[config.mk]
export PLATFORM = sky130hd
export DESIGN_NAME = axi_wr_slave
export DESIGN_NICKNAME = d
export VERILOG_FILES = /design/src/rtl/axi_wr_slave.sv
export SDC_FILE = /design/constraint.sdc
export NUM_CORES = 1
export LEC_CHECK = 0
export ABC_CLOCK_PERIOD_IN_PS = 8220
export CELL_PAD_IN_SITES_DETAIL_PLACEMENT = 0
export CELL_PAD_IN_SITES_GLOBAL_PLACEMENT = 1
export CORE_UTILIZATION = 30
export CTS_BUF_LIST = sky130_fd_sc_hd__clkbuf_8
export CTS_CLUSTER_DIAMETER = 80
export CTS_CLUSTER_SIZE = 30
export DETAILED_ROUTE_END_ITERATION = 7
export PLACE_DENSITY = 0.78
export SLEW_MARGIN = 20
export SYNTH_ARGS = -nofsm -noshare
export SYNTH_HDL_FRONTEND = slang
export SYNTH_SLANG_ARGS = --single-unit
[constraint.sdc]
create_clock -name aclk -period 8.22 [get_ports aclk]
set_input_delay 0.822 -clock aclk [delete_from_list [all_inputs] [get_ports aclk]]
set_output_delay 0.822 -clock aclk [all_outputs]
set_load 0.1 [all_outputs]
[src/rtl/axi_wr_slave.sv]
// AXI4 write-channel slave: one outstanding burst, FIXED/INCR/WRAP addressing, streamed to a memory write port.
// Optional macro AXI_WR_SLAVE_WLAST_CHECK_EN flags a wlast that disagrees with the beat count as a slave error.
module axi_wr_slave #(
    parameter int ADDR_WIDTH = 32,
    parameter int DATA_WIDTH = 32,
    parameter int STRB_WIDTH = DATA_WIDTH / 8,
    parameter int ID_WIDTH   = 8
) (
    input  logic                  aclk,
    input  logic                  areset,
    input  logic [ID_WIDTH-1:0]   axi_awid,
    input  logic [ADDR_WIDTH-1:0] axi_awaddr,
    input  logic [7:0]            axi_awlen,
    input  logic [2:0]            axi_awsize,
    input  logic [1:0]            axi_awburst,
    input  logic                  axi_awvalid,
    output logic                  axi_awready,
    input  logic [DATA_WIDTH-1:0] axi_wdata,
    input  logic [STRB_WIDTH-1:0] axi_wstrb,
    input  logic                  axi_wlast,
    input  logic                  axi_wvalid,
    output logic                  axi_wready,
    output logic [ID_WIDTH-1:0]   axi_bid,
    output logic [1:0]            axi_bresp,
    output logic                  axi_bvalid,
    input  logic                  axi_bready,
    output logic                  mem_wr_en,
    output logic [ADDR_WIDTH-1:0] mem_wr_addr,
    output logic [DATA_WIDTH-1:0] mem_wr_data,
    output logic [STRB_WIDTH-1:0] mem_wr_strb
);

    localparam logic [2:0] SIZE_MAX = 3'($clog2(STRB_WIDTH));

    typedef enum logic [1:0] {
        ST_IDLE,
        ST_DATA,
        ST_RESP
    } state_t;

    state_t                state_q, state_d;
    logic [ID_WIDTH-1:0]   id_q;
    logic [ADDR_WIDTH-1:0] addr_q;
    logic [ADDR_WIDTH-1:0] wrap_mask_q;
    logic [7:0]            len_q;
    logic [7:0]            cnt_q;
    logic [2:0]            size_q;
    logic [1:0]            burst_q;
    logic                  err_q;

    logic                  aw_hs;
    logic                  w_hs;
    logic                  b_hs;
    logic                  last_beat;
    logic                  aw_err;
    logic                  beat_err;
    logic [ADDR_WIDTH-1:0] aw_wrap_mask;
    logic [ADDR_WIDTH-1:0] beat_incr;
    logic [ADDR_WIDTH-1:0] addr_next;

    // Handshake readies come from state alone, so no input reaches a ready combinationally.
    assign axi_awready = (state_q == ST_IDLE);
    assign axi_wready  = (state_q == ST_DATA);
    assign axi_bvalid  = (state_q == ST_RESP);
    assign axi_bid     = id_q;
    assign axi_bresp   = err_q ? 2'b10 : 2'b00;

    assign aw_hs     = axi_awvalid && axi_awready;
    assign w_hs      = axi_wvalid && axi_wready;
    assign b_hs      = axi_bvalid && axi_bready;
    assign last_beat = (cnt_q == len_q);

    assign aw_err = (axi_awburst == 2'b11)
                 || (axi_awsize > SIZE_MAX)
                 || ((axi_awburst == 2'b10) &&
                     !((axi_awlen == 8'd1) || (axi_awlen == 8'd3) ||
                       (axi_awlen == 8'd7) || (axi_awlen == 8'd15)));

    // Wrap window is (len+1) beats of (1<<size) bytes; only meaningful for legal WRAP lengths.
    assign aw_wrap_mask = ((ADDR_WIDTH'(axi_awlen) + ADDR_WIDTH'(1)) << axi_awsize) - ADDR_WIDTH'(1);
    assign beat_incr    = ADDR_WIDTH'(1) << size_q;

`ifdef AXI_WR_SLAVE_WLAST_CHECK_EN
    assign beat_err = (axi_wlast != last_beat);
`else
    logic unused_wlast;
    assign unused_wlast = axi_wlast;
    assign beat_err     = 1'b0;
`endif

    always_comb begin
        case (burst_q)
            2'b00:   addr_next = addr_q;
            2'b10:   addr_next = (addr_q & ~wrap_mask_q) | ((addr_q + beat_incr) & wrap_mask_q);
            default: addr_next = addr_q + beat_incr;
        endcase
    end

    assign mem_wr_en   = w_hs && !err_q && !beat_err;
    assign mem_wr_addr = addr_q;
    assign mem_wr_data = axi_wdata;
    assign mem_wr_strb = axi_wstrb;

    always_comb begin
        // NOTE: next state defaults to the current state first so no path through this block infers a latch.
        state_d = state_q;
        case (state_q)
            ST_IDLE: if (aw_hs)             state_d = ST_DATA;
            ST_DATA: if (w_hs && last_beat) state_d = ST_RESP;
            ST_RESP: if (b_hs)              state_d = ST_IDLE;
            default:                        state_d = ST_IDLE;
        endcase
    end

    // NOTE: all state uses non-blocking assignments so every register samples pre-edge values.
    always_ff @(posedge aclk) begin
        if (areset) begin
            // NOTE: the AW context is reset too, so bid reads 0 after reset rather than a stale id.
            state_q     <= ST_IDLE;
            id_q        <= '0;
            addr_q      <= '0;
            wrap_mask_q <= '0;
            len_q       <= '0;
            cnt_q       <= '0;
            size_q      <= '0;
            burst_q     <= '0;
            err_q       <= 1'b0;
        end else begin
            state_q <= state_d;
            if (aw_hs) begin
                id_q        <= axi_awid;
                addr_q      <= axi_awaddr;
                wrap_mask_q <= aw_wrap_mask;
                len_q       <= axi_awlen;
                size_q      <= axi_awsize;
                burst_q     <= axi_awburst;
                cnt_q       <= '0;
                err_q       <= aw_err;
            end else if (w_hs) begin
                cnt_q  <= cnt_q + 8'd1;
                addr_q <= addr_next;
                if (beat_err) err_q <= 1'b1;
            end
        end
    end

endmodule

==> results of run 1 <==
[final cells by class]
type | instances | area [um2]
inverters | 13 | 48.8
flip-flops and latches | 95 | 1900
clock inverters | 4 | 27.5
well taps | 265 | 332
fillers | 2098 | 12400
repair buffers | 108 | 1060
clock buffers | 12 | 165
multi-input cells | 577 | 3500
[Yosys cell counts, types with 7 or more instances]
master	number
ha_1	14
a21oi_1	52
dfxtp_1	95
nor2_1	98
nand2_1	92
xnor2_1	19
nor4_1	12
nor3_1	31
a211oi_1	24
nand3_1	22
nand4_1	16
o21a_1	13
or3_1	7
xor2_1	21
buf_4	39
and3_1	9
o21ai_0	35
clkbuf_1	41
inv_1	13
mux2i_1	9
[power groups by stage]
| stage | Sequential [W] | Clock (W) | Combinational (W) |
|---|---|---|---|
| floorplan | 0.000700 | 0 | 0.000299 |
| global placement | 0.000555 | 0 | 0.000488 |
| detailed placement | 0.000555 | 0 | 0.000491 |
| CTS | 0.000545 | 0.000329 | 0.000492 |
| global route | 0.000552 | 0.000347 | 0.000525 |
| finish | 0.000545 | 0.000317 | 0.000489 |
[cell usage in the layout (no fill, tap or decap), types with 3 or more instances in the layout]
master / count
nand4_1: 16
and4_1: 3
nand3_1: 22
nor3b_1: 4
xnor2_1: 19
and3_1: 9
ha_1: 14
a21o_1: 6
nor4_1: 12
a311oi_1: 5
nor2b_1: 5
o32ai_1: 3
a21oi_1: 52
a2111oi_0: 6
o21a_1: 13
clkbuf_8: 12
nand2b_1: 4
nand2_1: 91
clkdlybuf4s50_1: 101
a31oi_1: 3
dfxtp_1: 95
o2111ai_1: 5
nor3_1: 31
inv_1: 13
xor2_1: 21
a211oi_1: 24
mux2i_1: 9
nor2_1: 98
buf_4: 6
o21ai_0: 35
o21bai_1: 5
or3_1: 7
o21ai_1: 4
a211o_1: 4
[per-stage QoR]
stage | worst slack (ns) | utilization | total power (W)
2_1_floorplan | 3.92 | - | 0.000999
3_3_place_gp | 3.70 | 0.352 | 0.00104
3_5_place_dp | 3.69 | 0.352 | 0.00105
4_1_cts | 4.10 | 0.362 | 0.00137
5_1_grt | 3.73 | 0.362 | 0.00142
6_report | 4.06 | 0.362 | 0.00135
[cell families after synthesis]
kind of cell,Yosys count,share of synthesized area
other,1,0.000629
AND/OR/NAND/NOR,319,0.253
buffers and inverters,102,0.0936
XOR/XNOR,40,0.0588
adder cells (fa/ha/maj),15,0.0327
AO/OA/AOI/OAI,190,0.218
flip-flops,95,0.319
multiplexers,12,0.0246
[metal layers]
| metal | vias up | routed length (um) |
|---|---|---|
| met5 | - | 0 |
| li1 | 2783 | - |
| met1 | 2557 | 7780 |
| met3 | 19 | 819 |
| met4 | 0 | 212 |
| met2 | 137 | 7200 |
[path summary, 6_finish.rpt]
check                         end  slack [ns]  cells past startpoint
hold reg to reg    wrap_mask_q[3]        0.46                      2
hold / removal     wrap_mask_q[3]        0.46                      2
setup reg to reg             flop        5.04                     11
setup / recovery  wrap_mask_q[29]        4.06                      9
[worst max-delay path, stage by stage]
cell,delay (ns)
clkdlybuf4s50_1,0.83
ha_1,0.48
xnor2_1,0.24
mux4_2,0.31
o21ai_1,0.13
nor3_1,0.57
nand3_1,0.24
o41ai_2,0.67
o21a_1,0.20
==> impl_results.md, run 1 <==
* Status: finished, final reports clean
* Worst skew pair latency at between 0.3 and 0.4 ns
* Final Setup Violations at 0
* Post-CTS Setup Repair Bufs at 0
* Net Sw Power at roughly 0.00056 W
* Max Cap Violations at 0
* Post-route insts no fill at between 1000 and 1500
* Post-Syn Nets at 884
* DRC Markers at 0
* Hpwl dp at 11300 um
* Vias in the first global route at between 5000 and 6000
* Placed Instances at 1058
* Post-synth ARST share at 0
* Avg WL per Cell at ~15 um
* Vias per cell at 5.12
* Buffers on Ports at between 100 and 150
* Syn Area/Cell at 7.70 um2
* Met2 Resource Use GR at 0.259
* Switching Fraction at 0.417
* CTS sink count at 95
* WP data required at 8.56 ns
* Initial antenna violation count at 0
* Gate power share at 0.362
* Final min period at about 4.2 ns
* Pre-antenna DRT Iters at 5
* Die X at ~140 um
* TritonCTS Buffers at 9
* CTS tree: built
* Main synth FF type: dfxtp_1
* EDFF count, synth at 0
* Main area contributors after synthesis: dfxtp_1 (32%), nor2_1 (6.2%), nand2_1 (5.8%)
* Mapped cell area at ~0.0060 mm2
* WS Path Type: in -> reg
* Number of routed nets with antenna violations at 0
* Worst Setup SP: axi_awlen[0]
* I/O pin total at 177
* CTS resizes at 0
* Hold_ws at ~0.46 ns
* Largest area contributor in the netlist: dfxtp_1
* RSZ-0062 raised after global routing: no
* Setup_tns at 0 ns
* Vias at 5496
* Synth cell types at 70
* Slew Viols, Final at 0
* Reg2reg start: size_q[0]
* Clock power share at 0.234
* Layout net count at 914
* Row count at just over 50
* Antenna fix cells at 0
* Max Clock Freq at ~0.24 GHz
* Power per cell area at 192 mW/mm2
* Final hold vios at 0
* CP max FO at 15
* Total grt overflow at 0
* Crit path DAT at around 4.5 ns
* All-Layer GR Usage at 0.161
* Leak at around 2.6 nW
* Fin area at 0.00704 mm2
* Die height at about 140 um
* Hold_buf cts at 0
* CTS Root Cell: clkbuf_8
* M1 GR Usage at 0.214
* Slew Limit Headroom at 0.339
* Gr busiest metal: met2
* Synth warnings at 0
* Syn-to-layout area delta at 18.1%
* Post-Synthesis Cells at ~770
* Sequential power share at 0.403
* Int Power at between 0.0007 and 0.0008 W
* Area share of the largest cell type after synthesis at 0.319
* VDD IR max at ~0.000074 V
* Fin Clk Skew at slightly below 0.009 ns
* Die area at 0.0204 mm2
* Largest net degree at the start of global routing at 76
* Placed Area at around 0.0068 mm2
* Startpoint types: primary input
* Worst slew pin tran at a little under 1 ns
* Element type at the critical path end: flop
* H-tree Lvls at 3
* Routed WL at around 16000 um
* M3 GR Usage at 0.0345
* Clock-pin slew of the registers on the worst-case setup and hold paths at roughly 0.090 ns
* Final GP Congestion at slightly above 0.8
* FF+latch count, synth at 95
* Register area share after synthesis at 0.319
* 1st-iter DRT viols at 270
* Starting density of the core at 0.306
* Clock Path Buffers at 2
* Crit share post-route at 0.506
* Hold WC Path Type: reg -> reg
* Layout cells sized above 1 at 0.0507
* Critical hold path startpoint: wrap_mask_q[3]
* Core Area at about 0.02 mm2
* First-pass GRT wire length at 26000 um
(Power assumes the default switching activity.)
==> run 2: changes to the inputs <==
--- a/config.mk
+++ b/config.mk
@@ -5,7 +5,7 @@
 export SDC_FILE = /design/constraint.sdc
 export NUM_CORES = 1
 export LEC_CHECK = 0
-export ABC_CLOCK_PERIOD_IN_PS = 8220
+export ABC_CLOCK_PERIOD_IN_PS = 3700
 export CELL_PAD_IN_SITES_DETAIL_PLACEMENT = 0
 export CELL_PAD_IN_SITES_GLOBAL_PLACEMENT = 1
 export CORE_UTILIZATION = 30
@@ -13,7 +13,7 @@
 export CTS_CLUSTER_DIAMETER = 80
 export CTS_CLUSTER_SIZE = 30
 export DETAILED_ROUTE_END_ITERATION = 7
-export PLACE_DENSITY = 0.78
+export PLACE_DENSITY = 0.81
 export SLEW_MARGIN = 20
 export SYNTH_ARGS = -nofsm -noshare
 export SYNTH_HDL_FRONTEND = slang
==> constraint.sdc (replaced) <==
create_clock -name aclk -period 3.7 [get_ports aclk]
set_input_delay 0.37 -clock aclk [delete_from_list [all_inputs] [get_ports aclk]]
set_output_delay 0.37 -clock aclk [all_outputs]
set_load 0.1 [all_outputs]
==> run 2 against run 1 <==
First-iteration DRC count grew 26%. Count of clock-buffer cells in the layout shrank 3. Critical path type is now reg -> reg. Combinational power grew 120%. Register-to-register slack lost 4.5 ns. Hold slack lost 0.13 ns. Total power grew 120%. Cell count grew 1.4%. Routed wire length shrank 1.8%. Highest routed layer unchanged. Clock power grew 120%. Critical path depth grew 2.
==> impl_results.md, run 2 (synthesis gave the netlist of run 1 again) <==
* Vias at 5451 (was 5496)
* Worst Setup SP: size_q[2] (was axi_awlen[0])
* Post-CTS Setup Repair Bufs at 0 (unchanged)
* Layout cells sized above 1 at 0.0716 (was 0.0507)
* Most common cell after layout, fill and taps aside: clkdlybuf4s50_1 (unchanged)
* Pre-antenna DRT Iters at 4 (was 5)
* Final Setup Violations at 0 (unchanged)
* Reg2reg start: size_q[2] (was size_q[0])
* Clock Path Buffers at 2 (unchanged)
* Clock power share at 0.230 (was 0.234)
* CP max FO at 10 (was 15)
* Row count at 51 (unchanged)
* First-pass GRT wire length at 26000 um (about the same)
* Worst slew pin tran at 0.991 ns (was 0.988 ns)
* RSZ-0062 raised after global routing: no (unchanged)
* Switching Fraction at 0.426 (was 0.417)
* Sequential power share at 0.403 (about the same)
* Setup WS pre-CTS at 0.269 ns (was 3.69 ns)
* Starting density of the core at 0.306 (unchanged)
* CTS resizes at 0 (unchanged)
* Antenna fix cells at 0 (unchanged)
* Die area at 0.0204 mm2 (unchanged)
* Syn-to-layout area delta at 20.2% (was 18.1%)
* Avg WL per Cell at 14.4 um (was 14.9 um)
* Routed WL at 15700 um (was 16000 um)
* Leak at 2.65 nW (was 2.58 nW)
* Crit path DAT at 3.52 ns (was 4.50 ns)
* TritonCTS Buffers at 9 (unchanged)
* Buffers on Ports at 102 (unchanged)
* Die X at 143 um (unchanged)
* All-Layer GR Usage at 0.160 (was 0.161)
* Power per cell area at 420 mW/mm2 (was 192 mW/mm2)
* Crit path max-delay cell type: dfxtp_1 (was clkdlybuf4s50_1)
* Clock-pin slew of the registers on the worst-case setup and hold paths at 0.12 ns (was 0.09 ns)
* Vias per cell at 5.01 (was 5.12)
* 1st-iter DRT viols at 340 (was 270)
* Design Power at 0.00301 W (was 0.00135 W)
* WS Path Type: reg -> reg (was in -> reg)
* Slew Viols, Final at 0 (unchanged)
* Slew Limit Headroom at 0.337 (was 0.339)
* CTS sink count at 95 (unchanged)
* Net Sw Power at 0.00128 W (was 0.000564 W)
* Crit share post-route at 0.866
* I/O pin total at 177 (unchanged)
* Fin Clk Skew at 0.0179 ns (was 0.00894 ns)
* CTS tree: built (unchanged)
* CP Cell Sequence: nor3_1, ha_1, fa_1, a21o_1, a21oi_1, o21bai_1, a2111o_1, nand4_1, nor3_1, xnor2_1, a211oi_1 (was clkdlybuf4s50_1, ha_1, xnor2_1, mux4_2, o21ai_1, nor3_1, nand3_1, o41ai_2, o21a_1)
* Status: finished, final reports clean (unchanged)
* Core Area at 0.0195 mm2 (unchanged)
* Critical hold path startpoint: areset (was wrap_mask_q[3])
* Total grt overflow at 0 (unchanged)
* H-tree Lvls at 3 (unchanged)
* Final GP Congestion at 0.809 (was 0.820)
* Hold_buf cts at 0 (unchanged)
* Die height at 143 um (unchanged)
* Initial antenna violation count at 0 (unchanged)
* Hold_ws at 0.328 ns (was 0.456 ns)
* Worst skew pair latency at 0.39 ns (was 0.38 ns)
* Element type at the critical path end: flop (unchanged)
* Crit path largest cell delay at 0.48 ns (was 0.83 ns)
* Largest net degree at the start of global routing at 69 (was 76)
* Max Clock Freq at roughly 0.31 GHz
* Most used cell, CP: nor3_1
* Setup_tns at 0 ns (unchanged)
* Final hold vios at 0 (unchanged)
* WP data required at 4.02 ns (was 8.56 ns)
* Final worst-path setup slack at 0.498 ns (was 4.06 ns)
* Int Power at 0.00173 W (was 0.000787 W)
* Hpwl dp at 11600 um (was 11300 um)
* Max Cap Violations at 0 (unchanged)
* CTS Root Cell: clkbuf_8 (unchanged)
* DRC Markers at 0 (unchanged)
* Vias in the first global route at 5076 (was 5134)
* Layout net count at 929 (was 914)
* Fin area at 0.00716 mm2 (was 0.00704 mm2)
* Gate power share at 0.367 (was 0.362)
* Commonest non-fill, non-tap cells in the layout: clkdlybuf4s50_1 (100), nor2_1 (98), dfxtp_1 (95) (was clkdlybuf4s50_1 (101), nor2_1 (98), dfxtp_1 (95))
* Hold WC Path Type: in -> reg (was reg -> reg)
* Startpoint types: flop (was primary input)
* Number of routed nets with antenna violations at 0 (unchanged)
* VDD IR max at 0.000281 V (was 0.0000738 V)
* Placed Area at 0.00696 mm2 (was 0.00685 mm2)
* Final min period at ~3.2 ns
## run 2: changes by cell type in the layout (fill, tap and decap cells not counted), moves of 2 or more
cell      previous run  this run
clkinv_2             2         0
buf_4                6        22
inv_6                1         4
clkbuf_8            12         9
clkinv_8             0         2
## run 2: layer usage
metal	vias to the layer above	wire length [um]	track usage	share of wire
li1	2822	-	-	-
met1	2481	7550	0.213	0.48
met2	137	7150	0.258	0.45
met3	11	889	0.0366	0.057
met4	0	138	0.0390	0.0088
met5	-	0	0	0
## run 2: worst paths after layout
| check | slack (ns) | to | cells past startpoint |
|---|---|---|---|
| worst max-delay path | 0.50 | flop | 11 |
| worst min-delay path | 0.33 | wrap_mask_q[31] | 2 |
| worst max register to register | 0.50 | flop | 11 |
| worst min register to register | 0.46 | axi_bid[0] | 2 |
## run 2: power groups by stage
stage               Clock [W]  Combinational, W  Sequential (W)
global route         0.000754           0.00118         0.00123
detailed placement          0           0.00111         0.00124
finish               0.000691           0.00110         0.00121
floorplan                   0          0.000664         0.00156
global placement            0           0.00110         0.00123
CTS                  0.000713           0.00111         0.00121
## run 2: per-stage QoR
stage               utilization  instances
floorplan                     -        774
global route              0.368       1089
finish                    0.368       1089
CTS                       0.368       1089
detailed placement        0.358       1073
global placement          0.358       1073
## run 2: layout make-up
class	instances	area, um2
inverters	13	48.8
flip-flops and latches	95	1900
well taps	265	332
fillers	2035	12300
clock inverters	7	75.1
clock buffers	9	124
multi-input cells	577	3510
repair buffers	123	1170
## run 2: critical path, delay by kind of cell (launching register included)
| kind | cells | cell delay, ns |
|---|---|---|
| AO/OA/AOI/OAI | 5 | 1.24 |
| XOR/XNOR | 1 | 0.15 |
| adder cells (fa/ha/maj) | 2 | 0.63 |
| flip-flops | 1 | 0.48 |
| AND/OR/NAND/NOR | 3 | 0.64 |
